$ cat src/rtl/lfsr_pkg.sv
// lfsr_pkg: shared definitions for the LFSR generator family.
//   lfsr_mode_e  - feedback form selector (FIBONACCI / GALOIS)
//   TAPS_Wn      - maximal-length feedback masks for common widths
//   DEFAULT_SEED - reset / substitute seed used when none is given
package lfsr_pkg;

  typedef enum logic {
    FIBONACCI = 1'b0,
    GALOIS    = 1'b1
  } lfsr_mode_e;

  localparam logic [3:0]  TAPS_W4  = 4'h9;
  localparam logic [7:0]  TAPS_W8  = 8'hB8;
  localparam logic [15:0] TAPS_W16 = 16'hB400;
  localparam logic [31:0] TAPS_W32 = 32'h80200003;

  localparam logic [31:0] DEFAULT_SEED = 32'h0000_0001;

  localparam int unsigned MIN_WIDTH = 3;
  localparam int unsigned MAX_WIDTH = 32;

  // Convert the integer GALOIS parameter into the mode enum.
  function automatic lfsr_mode_e mode_from_int(input int unsigned galois);
    mode_from_int = (galois != 0) ? lfsr_pkg::GALOIS : lfsr_pkg::FIBONACCI;
  endfunction

endpackage

$ cat src/rtl/lfsr_next.sv
// lfsr_next: purely combinational one-step successor of an LFSR state.
//   state      - current register value (WIDTH bits)
//   next_state - value after one step (WIDTH bits)
// Fibonacci: the parity of the tapped bits shifts in at bit 0.
// Galois:    the MSB rotates to bit 0 and is XORed into every bit i
//            whose lower neighbour (i-1) is tapped.
module lfsr_next #(
  parameter int unsigned      WIDTH  = 8,
  parameter logic [WIDTH-1:0] TAPS   = lfsr_pkg::TAPS_W8,
  parameter int unsigned      GALOIS = 0
) (
  input  logic [WIDTH-1:0] state,
  output logic [WIDTH-1:0] next_state
);

  import lfsr_pkg::*;

  localparam lfsr_mode_e MODE = mode_from_int(GALOIS);

  generate
    if (MODE == lfsr_pkg::GALOIS) begin : g_galois
      always_comb begin
        next_state    = '0;
        next_state[0] = state[WIDTH-1];
        for (int unsigned i = 1; i < WIDTH; i++) begin
          next_state[i] = state[i-1] ^ (TAPS[i-1] & state[WIDTH-1]);
        end
      end
    end else begin : g_fibonacci
      logic fb;
      always_comb begin
        fb         = ^(state & TAPS);
        next_state = {state[WIDTH-2:0], fb};
      end
    end
  endgenerate

endmodule

$ cat src/rtl/lfsr_gen.sv
// lfsr_gen: parametrised pseudo-random / PRBS source.
//   clk        - clock
//   srst       - synchronous active-high reset
//   en         - advance one step this cycle
//   load       - load seed_in this cycle (zero is replaced by SEED)
//   seed_in    - runtime seed
//   state_out  - current register state
//   bit_out    - serial output, MSB of state_out
//   wrap       - pulse: the step just taken returned to the active seed
//   period_len - step count of the last completed period
//   seed_err   - pulse: a zero seed was loaded and replaced by SEED
// Priority is srst > load > en. All outputs come straight from registers.
module lfsr_gen #(
  parameter int unsigned      WIDTH  = 8,
  parameter logic [WIDTH-1:0] TAPS   = lfsr_pkg::TAPS_W8,
  parameter logic [WIDTH-1:0] SEED   = lfsr_pkg::DEFAULT_SEED[WIDTH-1:0],
  parameter int unsigned      GALOIS = 0
) (
  input  logic             clk,
  input  logic             srst,
  input  logic             en,
  input  logic             load,
  input  logic [WIDTH-1:0] seed_in,
  output logic [WIDTH-1:0] state_out,
  output logic             bit_out,
  output logic             wrap,
  output logic [WIDTH-1:0] period_len,
  output logic             seed_err
);

  import lfsr_pkg::*;

  localparam logic [WIDTH-1:0] ONE = {{(WIDTH-1){1'b0}}, 1'b1};

  // Elaboration guards: an untapped MSB makes the step non-invertible,
  // which would admit lock-up and break the period bookkeeping.
  generate
    if (WIDTH < MIN_WIDTH || WIDTH > MAX_WIDTH) begin : g_bad_width
      $error("lfsr_gen: WIDTH must be within 3..32");
    end
    if (TAPS[WIDTH-1] != 1'b1) begin : g_bad_taps
      $error("lfsr_gen: TAPS[WIDTH-1] must be set");
    end
    if (SEED == '0) begin : g_bad_seed
      $error("lfsr_gen: SEED must be nonzero");
    end
  endgenerate

  logic [WIDTH-1:0] state_q;
  logic [WIDTH-1:0] seed_reg;
  logic [WIDTH-1:0] period_cnt;
  logic [WIDTH-1:0] step_val;
  logic [WIDTH-1:0] load_val;
  logic             seed_zero;

  lfsr_next #(
    .WIDTH  (WIDTH),
    .TAPS   (TAPS),
    .GALOIS (GALOIS)
  ) u_next (
    .state      (state_q),
    .next_state (step_val)
  );

  always_comb begin
    seed_zero = (seed_in == '0);
    load_val  = seed_zero ? SEED : seed_in;
  end

  always_ff @(posedge clk) begin
    if (srst) begin
      state_q    <= SEED;
      seed_reg   <= SEED;
      period_cnt <= '0;
      period_len <= '0;
      wrap       <= 1'b0;
      seed_err   <= 1'b0;
    end else begin
      wrap     <= 1'b0;
      seed_err <= 1'b0;
      if (load) begin
        state_q    <= load_val;
        seed_reg   <= load_val;
        period_cnt <= '0;
        seed_err   <= seed_zero;
      end else if (en) begin
        state_q <= step_val;
        // The period closes on the step that lands back on the active seed;
        // that step itself is counted, hence period_cnt + 1.
        if (step_val == seed_reg) begin
          wrap       <= 1'b1;
          period_len <= period_cnt + ONE;
          period_cnt <= '0;
        end else begin
          period_cnt <= period_cnt + ONE;
        end
      end
    end
  end

  assign state_out = state_q;
  assign bit_out   = state_q[WIDTH-1];

endmodule
$ cat config.mk
export PLATFORM = sky130hd
export DESIGN_NAME = lfsr_gen
export DESIGN_NICKNAME = d
export VERILOG_FILES = /design/src/rtl/lfsr_pkg.sv /design/src/rtl/lfsr_next.sv /design/src/rtl/lfsr_gen.sv
export SDC_FILE = /design/constraint.sdc
export NUM_CORES = 1
export LEC_CHECK = 0
export CAP_MARGIN = 15
export CORE_UTILIZATION = 46
export DETAILED_ROUTE_END_ITERATION = 8
export GPL_TIMING_DRIVEN = 0
export HOLD_SLACK_MARGIN = 0.08
export PLACE_DENSITY = 0.8
export SLEW_MARGIN = 5
export SYNTH_ARGS = -nofsm -noshare
export SYNTH_HDL_FRONTEND = slang
export SYNTH_SLANG_ARGS = --single-unit
export TNS_END_PERCENT = 5
$ cat constraint.sdc
create_clock -name clk -period 1.79 [get_ports clk]
set_clock_uncertainty 0.1 [all_clocks]
set_input_delay 0.2685 -clock clk [delete_from_list [all_inputs] [get_ports clk]]
set_output_delay 0.2685 -clock clk [all_outputs]
set_load 0.01 [all_outputs]
Word level (Yosys, flattened, before mapping) --
Cells that the tools add are included.
Word-level totals: register bits 34, bits in latches 0, RAM bits 0, memory bits (read-only) 0, input bits 12, output and inout bits 19, logic and storage cells 22, memories 0
Operators by class: $add $sub $neg 1, multiply operators 0, div/mod/pow operators 0, order comparisons 0, eq/ne operators 1, shift operators 0, mux-type cells 5, bitwise gates (word level) 2, reduce and logical (&&, ||, !) cells 7
Operators with widths (number):
- 8-bit two-way mux | 4
- 8-bit by 1-bit adder with 8-bit output (second input constant) | 1
- 8-bit equality test | 1
- 8-bit zero test | 1
- 8-bit parity | 1
- 2-bit OR reduction | 2
- 3-bit AND reduction | 1
- 3-bit OR reduction | 1
- 1-bit NOT | 2
- 2-bit nonzero test | 1
- 1-bit two-way mux | 1

Depth between registers and ports, before layout --
word-level depth 3, gate-level depth with buffers 6, depth with buffers taken out 6

Hierarchy --
From an unflattened synthesis, not the netlist that was laid out.
Second synthesis, totals: cell total of the unflattened synthesis 186, area total of the unflattened synthesis 1735.4 um2
By module, submodules not included:
- lfsr_gen | times used 1, cells an instance 175, area an instance 1649.1 um2, sequential area each 680.7 um2
- lfsr_next | times used 1, cells an instance 11, area an instance 86.3 um2, sequential area each 0.0 um2

Worst setup path before layout --
Ideal clock, no wire load.
path kind register to register, start register state_q[5] (netlist: state_out[5]), end register period_cnt[5], arrival 1.532 ns, required time 1.568 ns, setup slack 0.036 ns, stages on the path, launching flop included 6, path through dfxtp_1 xnor2_2 xnor3_2 nor3b_4 nor2_2 a221o_1
On the way: word-level cells in the longest chain between the ends 3
RTL lines:
- start: declaration | RTL line lfsr_gen.sv:49 | logic [WIDTH-1:0] state_q;
- start signal: assignment | RTL line lfsr_gen.sv:82 | state_q <= load_val;
- start signal: assignment | RTL line lfsr_gen.sv:87 | state_q <= step_val;
- 8-bit parity | RTL line lfsr_next.sv:32 | fb = ^(state & TAPS);
- 8-bit equality test (*) | RTL line lfsr_gen.sv:90 | if (step_val == seed_reg) begin
- 8-bit two-way mux (*) | RTL line lfsr_gen.sv:90
- end signal: assignment | RTL line lfsr_gen.sv:95 | period_cnt <= period_cnt + ONE;
- end: declaration | RTL line lfsr_gen.sv:51 | logic [WIDTH-1:0] period_cnt;
Mark *: on every way between the ends. The rest lies on a longest branch, timed or not. A chain may end at the register's enable or synchronous reset.

Worst setup path after layout --
Ends and elaborated chain as after synthesis.

==> results.json <==
{
  "path_max_fanout": 5,
  "grt_use_total_pct": 20.10,
  "yosys_warnings": 0,
  "syn_to_final_growth_pct": 29.07,
  "drt-vias-per-instance": 5.124,
  "firstDrtPassIters": 6,
  "gr-total-overflow": 0,
  "grt_pass1_vias": 1242,
  "rows": 21,
  "worstHoldPathType": "in2reg",
  "hold_depth": 2,
  "grt_pass1_wl_mm": 5.375,
  "p_leak_uw": 0.0008866,
  "die_w_um": 60.85,
  "die_h_um": 60.85,
  "clock_latency_ns": 0.35,
  "layout_common_cells": "35 x nor2_1, 27 x clkdlybuf4s50_1, 27 x dfxtp_1",
  "cp.required_ns": 1.94,
  "rrSetupSlack_ns": 0.05,
  "dpl_cell_area_um2": 1921,
  "period_needed_ns": 1.741,
  "wl_per_cell_um": 12.30,
  "ys_seq_area_share_pct": 42.73,
  "hold_buffers": 0,
  "num_vias": 1322,
  "slew_headroom_pct": 60.16,
  "clock-sinks": 34,
  "worst_pin_slew_ns": 0.5976,
  "clk_pin_slew_ns": 0.12,
  "postSynthCellCount": 173,
  "vdd_drop_max_uv": 483.2,
  "syn_area_per_cell_um2": 9.207,
  "finalMaxSlewViolations": 0,
  "cp_data_arrival_time_ns": 1.89,
  "period_share_pct": 97.27,
  "io_buffers": 27,
  "status": "completed",
  "drtAntennaViolNets": 0,
  "placed_cells": 246,
  "clockRootBuffer": "clkbuf_4",
  "start_util_pct": 47.73,
  "die_area_um2": 3702,
  "layout.nets": 224,
  "worst_setup_path_end_kind": "register",
  "setup-violations-final": 0,
  "drv_cap": 0,
  "synth_cell_types": 36,
  "fmax_ghz": 0.5744,
  "startpoint_type": "register",
  "drt_iter0_markers": 49,
  "fin_cells": 258,
  "hpwl_mm": 2.284,
  "syn-cell-area_um2": 1593,
  "routed_wl_mm": 3.174,
  "cts_buffers": 5,
  "layout_commonest_cell": "nor2_1",
  "drc": 0,
  "antenna_cells": 0,
  "synth_fp_nets": 186,
  "finalHoldViolations": 0,
  "drive_above_1_share_pct": 12.26,
  "crit_end": "period_cnt[5]$_SDFFE_PP0P_",
  "grt_max_degree": 12,
  "design_area_um2": 2056,
  "rr_startpoint": "state_out[5]$_SDFFE_PP0P_",
  "power_density_nw_per_um2": 788.1,
  "r2r-end": "period_cnt[5]$_SDFFE_PP0P_",
  "core_um2": 3337,
  "critPathKind": "reg2reg",
  "clockBufferDepth": 2,
  "htreeDepth": 2,
  "crit_start": "state_out[5]$_SDFFE_PP0P_",
  "cts_tree": "built",
  "place.gp.congestion": 0.8000,
  "rsz0062_at_grt": "yes",
  "io_pins": 31,
  "ys_ff_latch": 34,
  "r2r_cells": 5,
  "antenna_found_initial": 0,
  "fin_util_pct": 61.60
}
per-layer routing:
layer  track usage (%)  part of all wire (%)  wire length (um)
met1             22.11                    45              1423
met2             34.85                    49              1541
met3             6.823                   4.4               141
met4             9.416                   2.1                68
met5                 0                     0                 0
worst min path at each step:
stage                                         from                         to
after floorplan                         seed_in[1]  state_out[1]$_SDFFE_PP0P_
after global placement    seed_reg[0]$_SDFFE_PP1P_   seed_reg[0]$_SDFFE_PP1P_
after detailed placement  seed_reg[0]$_SDFFE_PP1P_   seed_reg[0]$_SDFFE_PP1P_
after CTS                                     srst   seed_reg[1]$_SDFFE_PP0P_
after global routing                          srst   seed_reg[2]$_SDFFE_PP0P_
final                                         srst   seed_reg[1]$_SDFFE_PP0P_
final cells by class:
class	instances	area, um^2
clock buffer	5	37.54
timing repair buffer	31	300.3
inverter	1	3.754
fill	293	1281
sequential	34	691.9
multi-input combinational	127	872.1
buffer	11	52.55
clock inverter	3	40.04
tap	46	57.56
Yosys cell counts:
master / instances / share of area (%)
buf_1: 2 / 0.47
nand3b_1: 1 / 0.47
nand4bb_1: 1 / 0.71
xnor3_2: 1 / 1.5
nand2b_1: 1 / 0.39
nor4_1: 2 / 0.79
a22o_1: 3 / 1.6
a221o_1: 1 / 0.63
a21oi_1: 9 / 2.8
a31oi_1: 1 / 0.39
mux2i_1: 21 / 13
ha_1: 1 / 0.79
buf_4: 2 / 0.94
nor2b_1: 2 / 0.79
o31ai_1: 2 / 0.94
o211a_1: 1 / 0.63
nor3_1: 2 / 0.63
nor3b_1: 1 / 0.47
o21ai_1: 1 / 0.31
dfxtp_1: 34 / 43
nand2_1: 6 / 1.4
nand3_1: 5 / 1.6
and3_1: 3 / 1.2
xor2_1: 3 / 1.6
nor2_1: 35 / 8.2
xnor2_2: 1 / 1.0
and4_1: 1 / 0.55
clkbuf_1: 7 / 1.6
and2_1: 1 / 0.39
nand4_1: 2 / 0.79
a32o_1: 1 / 0.63
inv_1: 1 / 0.24
nor2_2: 1 / 0.39
xnor2_1: 12 / 6.6
nor3b_4: 1 / 1.2
o21ai_0: 4 / 1.3
critical path, stage by stage, from the launching register on:
cell	delay [ns]
dfxtp_2	0.37
xnor2_2	0.16
xnor3_2	0.34
nor3b_4	0.30
nor2_4	0.08
a221o_1	0.31
where the power goes:
part / leakage, uW / internal [uW] / switching [uW] / total, uW
combinational: 0.000562 / 138 / 111 / 250
sequential: 0.000280 / 782 / 27.7 / 810
clock: 0.0000450 / 289 / 271 / 560
through the flow:
step | power (uW) | hold WS (ns) | worst slack (ns) | setup TNS (ns)
after CTS | 1612 | 0.1642 | 0.008116 | 0
after global routing | 1704 | 0.2117 | -0.05512 | -0.1644
after floorplan | 966.1 | 0.3112 | 0.03631 | 0
after detailed placement | 1044 | 0.3609 | -0.06990 | -0.4005
final | 1620 | 0.1734 | 0.04890 | 0
after global placement | 1041 | 0.3487 | -0.03212 | -0.1261
what timing repair did:
action | CTS | global route
pin swaps | 1 | 4
buffers inserted | 1 | 3
gates resized for setup | 6 | 5
endpoints found under the setup margin | 9 | 11
logic make-up (layout without fill, tap and decap cells):
family,Yosys count,after routing,synth area share [%]
fa+ha+maj,1,1,0.7854
flops,34,34,42.73
xor+xnor,17,17,10.76
mux,21,21,13.20
buf+inv,12,51,3.299
simple gates,65,65,19.95
compound gates,23,23,9.269
Power figures use the tool's default switching activity.
